[config.mk]
export PLATFORM = sky130hd
export DESIGN_NAME = alu_exec_unit
export DESIGN_NICKNAME = d
export VERILOG_FILES = /design/src/rtl/alu_pkg.sv /design/src/rtl/alu_muldiv_iter.sv /design/src/rtl/alu_exec_unit.sv
export SDC_FILE = /design/constraint.sdc
export NUM_CORES = 1
export LEC_CHECK = 0
export BUFFER_PORTS_ARGS = -buffer_cell sky130_fd_sc_hd__buf_2
export CORE_MARGIN = 1.5
export CORE_UTILIZATION = 53
export DETAILED_ROUTE_END_ITERATION = 10
export PLACE_DENSITY = 0.67
export SETUP_SLACK_MARGIN = 0.15
export SLEW_MARGIN = 20
export SYNTH_ARGS = -nofsm -noshare
export SYNTH_HDL_FRONTEND = slang
export SYNTH_SLANG_ARGS = --single-unit
export TNS_END_PERCENT = 20
[constraint.sdc]
create_clock -name clk_i -period 15.25 [get_ports clk_i]
set_input_delay 1.525 -clock clk_i [delete_from_list [all_inputs] [get_ports clk_i]]
set_output_delay 1.525 -clock clk_i [all_outputs]
set_load 0.01 [all_outputs]
[src/rtl/alu_pkg.sv]
// Shared types for the EX-stage ALU: op classes, decoded functions, mul/div FSM states.
package alu_pkg;

  typedef enum logic [1:0] {
    OP_ADD   = 2'b00,
    OP_SUB   = 2'b01,
    OP_RTYPE = 2'b10,
    OP_ITYPE = 2'b11
  } alu_op_e;

  typedef enum logic [4:0] {
    FN_ADD, FN_SUB, FN_SLL, FN_SLT, FN_SLTU, FN_XOR, FN_SRL, FN_SRA,
    FN_OR, FN_AND, FN_MUL, FN_DIV, FN_DIVU, FN_REM, FN_REMU, FN_ILLEGAL
  } alu_fn_e;

  typedef enum logic [1:0] {IDLE, BUSY, DONE} muldiv_state_e;

  localparam logic [6:0] F7_BASE   = 7'b0000000;
  localparam logic [6:0] F7_ALT    = 7'b0100000;
  localparam logic [6:0] F7_MULDIV = 7'b0000001;

  function automatic logic is_divrem(alu_fn_e fn);
    return fn inside {FN_DIV, FN_DIVU, FN_REM, FN_REMU};
  endfunction

endpackage

[src/rtl/alu_muldiv_iter.sv]
// Iterative M-extension engine: 1 bit/cycle shift-add multiply, restoring divide on magnitudes.
module alu_muldiv_iter import alu_pkg::*; #(
  parameter int XLEN = 32
) (
  input  logic            clk_i,
  input  logic            rst_i,
  input  logic            flush_i,
  input  logic            start_i,
  input  alu_fn_e         fn_i,
  input  logic [XLEN-1:0] a_i,
  input  logic [XLEN-1:0] b_i,
  output logic            done_o,
  output logic [XLEN-1:0] res_o
);
  localparam int CW = $clog2(XLEN);

  logic            busy_q, qneg_q, rneg_q;
  logic [CW-1:0]   cnt_q;
  alu_fn_e         fn_q;
  logic [XLEN-1:0] acc_q, x_q, y_q, acc_d, x_d, y_d;
  logic [XLEN:0]   rsh, rsub;
  logic            sdiv;

  function automatic logic [XLEN-1:0] mag(logic [XLEN-1:0] v);
    return v[XLEN-1] ? -v : v;
  endfunction

  assign sdiv = (fn_i == FN_DIV) || (fn_i == FN_REM);

  // MUL: acc=product, x=multiplier, y=multiplicand. DIV: acc=partial remainder, x=dividend->quotient, y=divisor.
  always_comb begin
    rsh   = {acc_q, x_q[XLEN-1]};
    rsub  = rsh - {1'b0, y_q};
    acc_d = acc_q;
    x_d   = x_q;
    y_d   = y_q;
    if (fn_q == FN_MUL) begin
      if (x_q[0]) acc_d = acc_q + y_q;
      x_d = x_q >> 1;
      y_d = y_q << 1;
    end else if (!rsub[XLEN]) begin
      acc_d = rsub[XLEN-1:0];
      x_d   = {x_q[XLEN-2:0], 1'b1};
    end else begin
      acc_d = rsh[XLEN-1:0];
      x_d   = {x_q[XLEN-2:0], 1'b0};
    end
  end

  always_ff @(posedge clk_i) begin
    if (rst_i || flush_i) begin
      busy_q <= 1'b0;
      qneg_q <= 1'b0;
      rneg_q <= 1'b0;
      cnt_q  <= '0;
      fn_q   <= FN_ADD;
      acc_q  <= '0;
      x_q    <= '0;
      y_q    <= '0;
    end else if (start_i) begin
      fn_q   <= fn_i;
      acc_q  <= '0;
      cnt_q  <= '0;
      busy_q <= 1'b1;
      if (fn_i == FN_MUL) begin
        x_q    <= b_i;
        y_q    <= a_i;
        qneg_q <= 1'b0;
        rneg_q <= 1'b0;
      end else begin
        x_q    <= sdiv ? mag(a_i) : a_i;
        y_q    <= sdiv ? mag(b_i) : b_i;
        qneg_q <= sdiv && (a_i[XLEN-1] ^ b_i[XLEN-1]);
        rneg_q <= sdiv && a_i[XLEN-1];
      end
    end else if (busy_q) begin
      acc_q <= acc_d;
      x_q   <= x_d;
      y_q   <= y_d;
      cnt_q <= cnt_q + 1'b1;
      if (cnt_q == CW'(XLEN-1)) busy_q <= 1'b0;
    end
  end

  // Flags the cycle whose edge performs the final iteration.
  assign done_o = busy_q && (cnt_q == CW'(XLEN-1));

  always_comb begin
    case (fn_q)
      FN_DIV, FN_DIVU: res_o = qneg_q ? -x_q : x_q;
      FN_REM, FN_REMU: res_o = rneg_q ? -acc_q : acc_q;
      default:         res_o = acc_q;
    endcase
  end

endmodule

[src/rtl/alu_exec_unit.sv]
// EX-stage ALU: decode, single-cycle base ops, and handshake/FSM around the iterative mul/div engine.
module alu_exec_unit import alu_pkg::*; #(
  parameter int XLEN      = 32,
  parameter bit EN_MULDIV = 1'b1
) (
  input  logic            clk_i,
  input  logic            rst_i,
  input  logic            flush_i,
  input  logic            in_valid_i,
  output logic            in_ready_o,
  input  logic [1:0]      alu_op_i,
  input  logic [2:0]      funct3_i,
  input  logic [6:0]      funct7_i,
  input  logic [XLEN-1:0] op_a_i,
  input  logic [XLEN-1:0] op_b_i,
  output logic            out_valid_o,
  input  logic            out_ready_i,
  output logic [XLEN-1:0] result_o,
  output logic            zero_o,
  output logic            illegal_o
);
  localparam int SHW = $clog2(XLEN);
  localparam logic [XLEN-1:0] MIN_NEG = {1'b1, {(XLEN-1){1'b0}}};

  function automatic alu_fn_e decode(alu_op_e op, logic [2:0] f3, logic [6:0] f7);
    alu_fn_e fn;
    fn = FN_ILLEGAL;
    case (op)
      OP_ADD: fn = FN_ADD;
      OP_SUB: fn = FN_SUB;
      OP_RTYPE: begin
        if (f7 == F7_BASE) begin
          case (f3)
            3'd0: fn = FN_ADD;  3'd1: fn = FN_SLL;
            3'd2: fn = FN_SLT;  3'd3: fn = FN_SLTU;
            3'd4: fn = FN_XOR;  3'd5: fn = FN_SRL;
            3'd6: fn = FN_OR;   3'd7: fn = FN_AND;
          endcase
        end else if (f7 == F7_ALT) begin
          fn = (f3 == 3'd0) ? FN_SUB : (f3 == 3'd5) ? FN_SRA : FN_ILLEGAL;
        end else if (f7 == F7_MULDIV && EN_MULDIV) begin
          case (f3)
            3'd0:    fn = FN_MUL;
            3'd4:    fn = FN_DIV;
            3'd5:    fn = FN_DIVU;
            3'd6:    fn = FN_REM;
            3'd7:    fn = FN_REMU;
            default: fn = FN_ILLEGAL;
          endcase
        end
      end
      default: begin
        case (f3)
          3'd0: fn = FN_ADD;
          3'd1: fn = f7[5] ? FN_ILLEGAL : FN_SLL;
          3'd2: fn = FN_SLT;
          3'd3: fn = FN_SLTU;
          3'd4: fn = FN_XOR;
          3'd5: fn = f7[5] ? FN_SRA : FN_SRL;
          3'd6: fn = FN_OR;
          3'd7: fn = FN_AND;
        endcase
      end
    endcase
    return fn;
  endfunction

  alu_fn_e         fn;
  muldiv_state_e   state_q;
  logic            out_valid_q, zero_q, illegal_q;
  logic [XLEN-1:0] result_q, res_d, md_res;
  logic [SHW-1:0]  shamt;
  logic            special, go_busy, accept, md_done;

  assign fn    = decode(alu_op_e'(alu_op_i), funct3_i, funct7_i);
  assign shamt = op_b_i[SHW-1:0];

  // Divide-by-zero and signed overflow have closed-form answers, so they never enter BUSY.
  assign special = is_divrem(fn) && ((op_b_i == '0) ||
                   ((fn == FN_DIV || fn == FN_REM) && op_a_i == MIN_NEG && op_b_i == '1));
  assign go_busy = EN_MULDIV && ((fn == FN_MUL) || (is_divrem(fn) && !special));

  always_comb begin
    res_d = '0;
    case (fn)
      FN_ADD:          res_d = op_a_i + op_b_i;
      FN_SUB:          res_d = op_a_i - op_b_i;
      FN_SLL:          res_d = op_a_i << shamt;
      FN_SLT:          res_d = XLEN'($signed(op_a_i) < $signed(op_b_i));
      FN_SLTU:         res_d = XLEN'(op_a_i < op_b_i);
      FN_XOR:          res_d = op_a_i ^ op_b_i;
      FN_SRL:          res_d = op_a_i >> shamt;
      FN_SRA:          res_d = XLEN'($signed(op_a_i) >>> shamt);
      FN_OR:           res_d = op_a_i | op_b_i;
      FN_AND:          res_d = op_a_i & op_b_i;
      FN_DIV, FN_DIVU: res_d = (op_b_i == '0) ? '1 : op_a_i;
      FN_REM, FN_REMU: res_d = (op_b_i == '0) ? op_a_i : '0;
      default:         res_d = '0;
    endcase
  end

  assign in_ready_o = !rst_i && (state_q == IDLE) && (!out_valid_q || out_ready_i);
  assign accept     = in_valid_i && in_ready_o;

  generate
    if (EN_MULDIV) begin : g_md
      alu_muldiv_iter #(.XLEN(XLEN)) u_md (
        .clk_i   (clk_i),
        .rst_i   (rst_i),
        .flush_i (flush_i),
        .start_i (accept && go_busy && !flush_i),
        .fn_i    (fn),
        .a_i     (op_a_i),
        .b_i     (op_b_i),
        .done_o  (md_done),
        .res_o   (md_res)
      );
    end else begin : g_nomd
      assign md_done = 1'b0;
      assign md_res  = '0;
    end
  endgenerate

  always_ff @(posedge clk_i) begin
    if (rst_i) begin
      state_q     <= IDLE;
      out_valid_q <= 1'b0;
      result_q    <= '0;
      zero_q      <= 1'b0;
      illegal_q   <= 1'b0;
    end else if (flush_i) begin
      state_q     <= IDLE;
      out_valid_q <= 1'b0;
    end else begin
      case (state_q)
        IDLE: begin
          if (out_valid_q && out_ready_i) out_valid_q <= 1'b0;
          if (accept) begin
            if (go_busy) begin
              state_q <= BUSY;
            end else begin
              out_valid_q <= 1'b1;
              result_q    <= res_d;
              zero_q      <= (res_d == '0);
              illegal_q   <= (fn == FN_ILLEGAL);
            end
          end
        end
        BUSY: if (md_done) state_q <= DONE;
        DONE: begin
          out_valid_q <= 1'b1;
          result_q    <= md_res;
          zero_q      <= (md_res == '0);
          illegal_q   <= 1'b0;
          state_q     <= IDLE;
        end
        default: state_q <= IDLE;
      endcase
    end
  end

  assign out_valid_o = out_valid_q;
  assign result_o    = result_q;
  assign zero_o      = zero_q;
  assign illegal_o   = illegal_q;

endmodule

==> results by stage <==
Clocking:
- After clock tree synthesis, the clock-pin slew on the worst setup and hold paths is 0.07 ns.
- Counting every sink on the clock net gives between 100 and 150.
- TritonCTS built the clock tree.
- Counting the buffers created by CTS gives 17.
- The cell sitting at the root of the clock tree is a sky130_fd_sc_hd__clkbuf_16.
- The clock latency of the later-clocked register in the worst-skew pair is 0.47 ns.
- The clock tree buffer depth is 2.
- Hold repair after CTS inserted 0 buffers.
- The number of gates resized after CTS is 0.
- In this run the post-CTS setup repair buffer count came out at 0.
- The H-tree generated during clock tree synthesis spans 4 levels.

STA:
- The pin slew with the least headroom to its limit is between 1 and 1.5 ns.
- The number of pins exceeding their max-slew limit in the final report is 0.
- The worst clock skew on the final layout is 0.0151 ns.
- The count of final setup violators is 0.
- The worst max-slew margin expressed relative to the limit is 18.1%.
- The worst hold slack across all endpoints is 0.447 ns.
- Setup repair after global routing left no endpoint under its margin.
- The final number of hold-violating endpoints came to 0.
- The fraction of the cycle the final worst path needs is 46.6%.
- Derived from the worst setup path, the maximum achievable clock frequency is ~0.14 GHz.
- The minimum clock period after layout is 7.11 ns.
- The sum of negative setup slack is 0 ns.

Final layout:
- The relative area change from synthesis to final layout is 6.19%.
- Summing all non-filler instances in the final layout gives an area of about 25000 µm².
- The finished layout holds a little under 4000 standard cells, fillers aside.
- The final-stage net count is 3624.
- Of the cells placed in the final design, the portion with a size suffix greater than 1 is 9.85%.

Floorplanning:
- The initial utilization of the core area, before any placement, comes to 53.6%.
- In this run the core area contains 77 standard-cell rows.
- In this run the count of I/O pins placed on the die edge is 117.
- The area inside the core boundary is roughly 44000 µm².
- The die outline area is 45900 µm².
- The y dimension of the die is around 210 µm.
- The die outline width is 214 µm.

Route:
- The final wirelength is 116000 µm.
- Summing over every cut layer, the via total after detailed routing is 29282.
- The count of routing violations after the opening detailed-route iteration is about 4600.
- The routed wirelength normalized by instance count is 29.3 µm.
- Using the TritonRoute via totals, the vias-per-cell ratio works out to between 7 and 8.
- The remaining number of nets flagged by the antenna check after routing is 0.
- For this run, the detailed router's first-pass iteration total came to 8.
- The DRC violation count after routing is 0.

Placed design:
- The cell count after placement is 3940.
- The placer congestion estimate is ~1.1.
- Summing all placed instances gives a cell area of approximately 25000 µm².
- The HPWL after detailed placement is 87000 µm.
- The count of input and output buffers is about 120.

Setup path:
- Along the worst path, the maximum fanout reaches 14.
- The class of the most critical setup path is input pin to flip-flop.
- The maximum single-stage delay on the critical path is 0.94 ns.
- STA classifies the critical path startpoint as an input pin.
- At the worst endpoint, the required time is 15.66 ns.
- The cell with the largest stage delay on the worst path is sky130_fd_sc_hd__nor4_1.
- The worst setup path is captured at a flip-flop.
- Data on the critical path arrives at its endpoint at around 7.5 ns.
- Traced cell by cell, the critical path runs through buf_2, or4_1, nor4_1, nand4_1, o21ai_0, a21oi_1, o21ai_1, inv_1, nand3_1, nand2b_1, nor2_1, o311ai_0, a31oi_1, a22o_1.

Synth:
- In the synthesized netlist the async set-or-reset flop fraction comes to 0%.
- For this run, the number of Yosys warnings is 0.
- Among all flip-flop cells after synthesis, the most frequent one is sky130_fd_sc_hd__dfxtp_1.
- The number of distinct library cell variants in the gate-level netlist after synthesis is between 90 and 100.
- In this run, synthesis inferred 0 flip-flops with an integrated enable.
- In this run, synthesis produced a sequential element count of 145.
- The area of the mapped netlist is 23700 µm².
- The synthesized area per cell is 6.85 µm².
- Summing the sequential cell areas from Yosys gives between 10% and 20% of the chip area.
- The number of nets produced by synthesis is 3709.
- The post-synthesis cell count is 3453.

Flow run:
- The max-cap violation count is 0.

Global routing:
- For this run, the total global-route usage over all layers was measured as 48.9%.
- The initial antenna violation count is 3.
- The wire length of the first global-routing pass is 173000 µm.
- The total congestion overflow after global routing is 0.
- The largest net degree at the start of global routing is 107.
- The via count of the first global-routing pass is 27414.

Pwr:
- Dividing total power by cell area gives a power density of around 62 nW/µm².
- The peak supply drop is 0.0812 mV.
- For this design the static power due to leakage is 9.76 nW.
- The power after layout is 1.57 mW.

Run status:
- The flow ran to the end, and the final reports show no timing, DRC or antenna violations.

Worst hold path:
- The kind of path behind the tightest hold check is flip-flop to flip-flop.
where the power goes:
part	switching [mW]	total [mW]	leakage [nW]	internal, mW
Combinational	0.501	0.725	8.29	0.224
Clock	0.201	0.450	0.301	0.249
Sequential	0.00618	0.390	1.17	0.384
Total	0.708	1.57	9.76	0.857
cells in the mapped netlist (11+ instances only):
cell | number | area, µm²
sky130_fd_sc_hd__a221oi_1 | 16 | 140
sky130_fd_sc_hd__mux2_2 | 21 | 236
sky130_fd_sc_hd__or3_1 | 31 | 194
sky130_fd_sc_hd__o22ai_1 | 27 | 169
sky130_fd_sc_hd__or2_2 | 15 | 93.8
sky130_fd_sc_hd__nand3_1 | 139 | 696
sky130_fd_sc_hd__o211ai_1 | 124 | 931
sky130_fd_sc_hd__nand2_1 | 413 | 1550
sky130_fd_sc_hd__o21bai_1 | 16 | 120
sky130_fd_sc_hd__nor2b_1 | 23 | 144
sky130_fd_sc_hd__o32ai_1 | 11 | 96.3
sky130_fd_sc_hd__clkbuf_1 | 235 | 882
sky130_fd_sc_hd__a31oi_1 | 47 | 294
sky130_fd_sc_hd__inv_1 | 155 | 582
sky130_fd_sc_hd__or4_1 | 14 | 105
sky130_fd_sc_hd__nor4_1 | 42 | 263
sky130_fd_sc_hd__dfxtp_1 | 145 | 2900
sky130_fd_sc_hd__o21a_1 | 19 | 143
sky130_fd_sc_hd__o31ai_1 | 48 | 360
sky130_fd_sc_hd__buf_1 | 27 | 101
sky130_fd_sc_hd__o41ai_1 | 17 | 149
sky130_fd_sc_hd__xnor2_1 | 121 | 1060
sky130_fd_sc_hd__nand2b_1 | 32 | 200
sky130_fd_sc_hd__ha_1 | 171 | 2140
sky130_fd_sc_hd__a21o_1 | 39 | 293
sky130_fd_sc_hd__xor2_1 | 50 | 438
sky130_fd_sc_hd__mux2i_1 | 78 | 781
sky130_fd_sc_hd__and3_1 | 20 | 125
sky130_fd_sc_hd__a311oi_1 | 37 | 324
sky130_fd_sc_hd__o2111ai_1 | 11 | 96.3
sky130_fd_sc_hd__a21oi_1 | 287 | 1440
sky130_fd_sc_hd__nor3_1 | 77 | 385
sky130_fd_sc_hd__buf_2 | 21 | 105
sky130_fd_sc_hd__a211oi_1 | 93 | 698
sky130_fd_sc_hd__nand4_1 | 37 | 231
sky130_fd_sc_hd__nor2_1 | 319 | 1200
sky130_fd_sc_hd__o21ai_0 | 207 | 1040
sky130_fd_sc_hd__and2_1 | 18 | 113
sky130_fd_sc_hd__a22oi_1 | 16 | 120
sky130_fd_sc_hd__mux4_2 | 42 | 946
worst max-delay path: cells and delay by family:
kind / cells / cell delay (ns)
buffers and inverters: 2 / 0.32
AND/OR/NAND/NOR: 6 / 4.15
AO/OA/AOI/OAI: 6 / 1.49
metrics by stage:
stage	utilization [%]	setup slack (ns)
after floorplan	-	9.10
after global placement	55.5	8.00
after detailed placement	55.5	7.76
after CTS	56.9	8.24
after global routing	56.9	8.03
final	57.0	8.14
routing by layer:
metal  up-vias  wire, µm  share of wire, %  GRT usage (%)
met5         -        12             0.010              0
met4         2     10500               9.0           36.6
met3       636     14000                12           12.2
met2      2265     49800                43           75.2
met1     13752     42100                36           59.0
li1      12627         -                 -              -
cell families after synthesis:
| group | Yosys count | synth area share [%] |
|---|---|---|
| simple gates | 1219 | 23.8 |
| fa+ha+maj | 176 | 9.42 |
| flops | 145 | 12.3 |
| buf+inv | 443 | 7.18 |
| xor+xnor | 171 | 6.33 |
| mux | 141 | 8.30 |
| compound gates | 1158 | 32.7 |
path summary, 6_finish.rpt:
path                            cells past startpoint  slack (ns)             endpoint              start
worst max-delay path                               14        8.14  g_md.u_md.acc_q[31]         op_b_i[16]
worst min-delay path                                2        0.45         result_o[27]       result_o[27]
worst min register to register                      2        0.45         result_o[27]       result_o[27]
worst max register to register                     13       10.23               zero_o  g_md.u_md.x_q[10]
layout make-up:
class | instances | area (µm²)
clock inverters | 15 | 189
well taps | 592 | 741
diodes | 2 | 5.00
fillers | 4241 | 19000
repair buffers | 182 | 1080
inverters | 157 | 589
flip-flops and latches | 145 | 2910
multi-input cells | 2865 | 19200
clock buffers | 17 | 425
flip-flops by register name, indices dropped and copies added (netlist names):
register	flops
g_md.u_md.acc_q	32
g_md.u_md.busy_q	1
g_md.u_md.cnt_q	5
g_md.u_md.fn_q	4
g_md.u_md.qneg_q	1
g_md.u_md.rneg_q	1
g_md.u_md.x_q	32
g_md.u_md.y_q	32
illegal_o	1
out_valid_o	1
result_o	32
state_q	2
zero_o	1
layout by cell type, fill, tap and decap left out, types with 18 or more instances in the layout:
master                     netlist  final
sky130_fd_sc_hd__a211oi_1       93     92
sky130_fd_sc_hd__a21o_1         39     39
sky130_fd_sc_hd__a21oi_1       287    287
sky130_fd_sc_hd__a311oi_1       37     37
sky130_fd_sc_hd__a31oi_1        47     47
sky130_fd_sc_hd__and2_1         18     18
sky130_fd_sc_hd__and3_1         20     20
sky130_fd_sc_hd__buf_2          21    116
sky130_fd_sc_hd__buf_4           0     66
sky130_fd_sc_hd__dfxtp_1       145    144
sky130_fd_sc_hd__ha_1          171    171
sky130_fd_sc_hd__inv_1         155    155
sky130_fd_sc_hd__mux2_2         21     21
sky130_fd_sc_hd__mux2i_1        78     78
sky130_fd_sc_hd__mux4_2         42     42
sky130_fd_sc_hd__nand2_1       413    413
sky130_fd_sc_hd__nand2b_1       32     32
sky130_fd_sc_hd__nand3_1       139    138
sky130_fd_sc_hd__nand4_1        37     37
sky130_fd_sc_hd__nor2_1        319    316
sky130_fd_sc_hd__nor2b_1        23     22
sky130_fd_sc_hd__nor3_1         77     75
sky130_fd_sc_hd__nor4_1         42     41
sky130_fd_sc_hd__o211ai_1      124    124
sky130_fd_sc_hd__o21a_1         19     19
sky130_fd_sc_hd__o21ai_0       207    206
sky130_fd_sc_hd__o22ai_1        27     27
sky130_fd_sc_hd__o31ai_1        48     48
sky130_fd_sc_hd__or3_1          31     31
sky130_fd_sc_hd__xnor2_1       121    121
sky130_fd_sc_hd__xor2_1         50     49
Power figures use the tool's default switching activity.
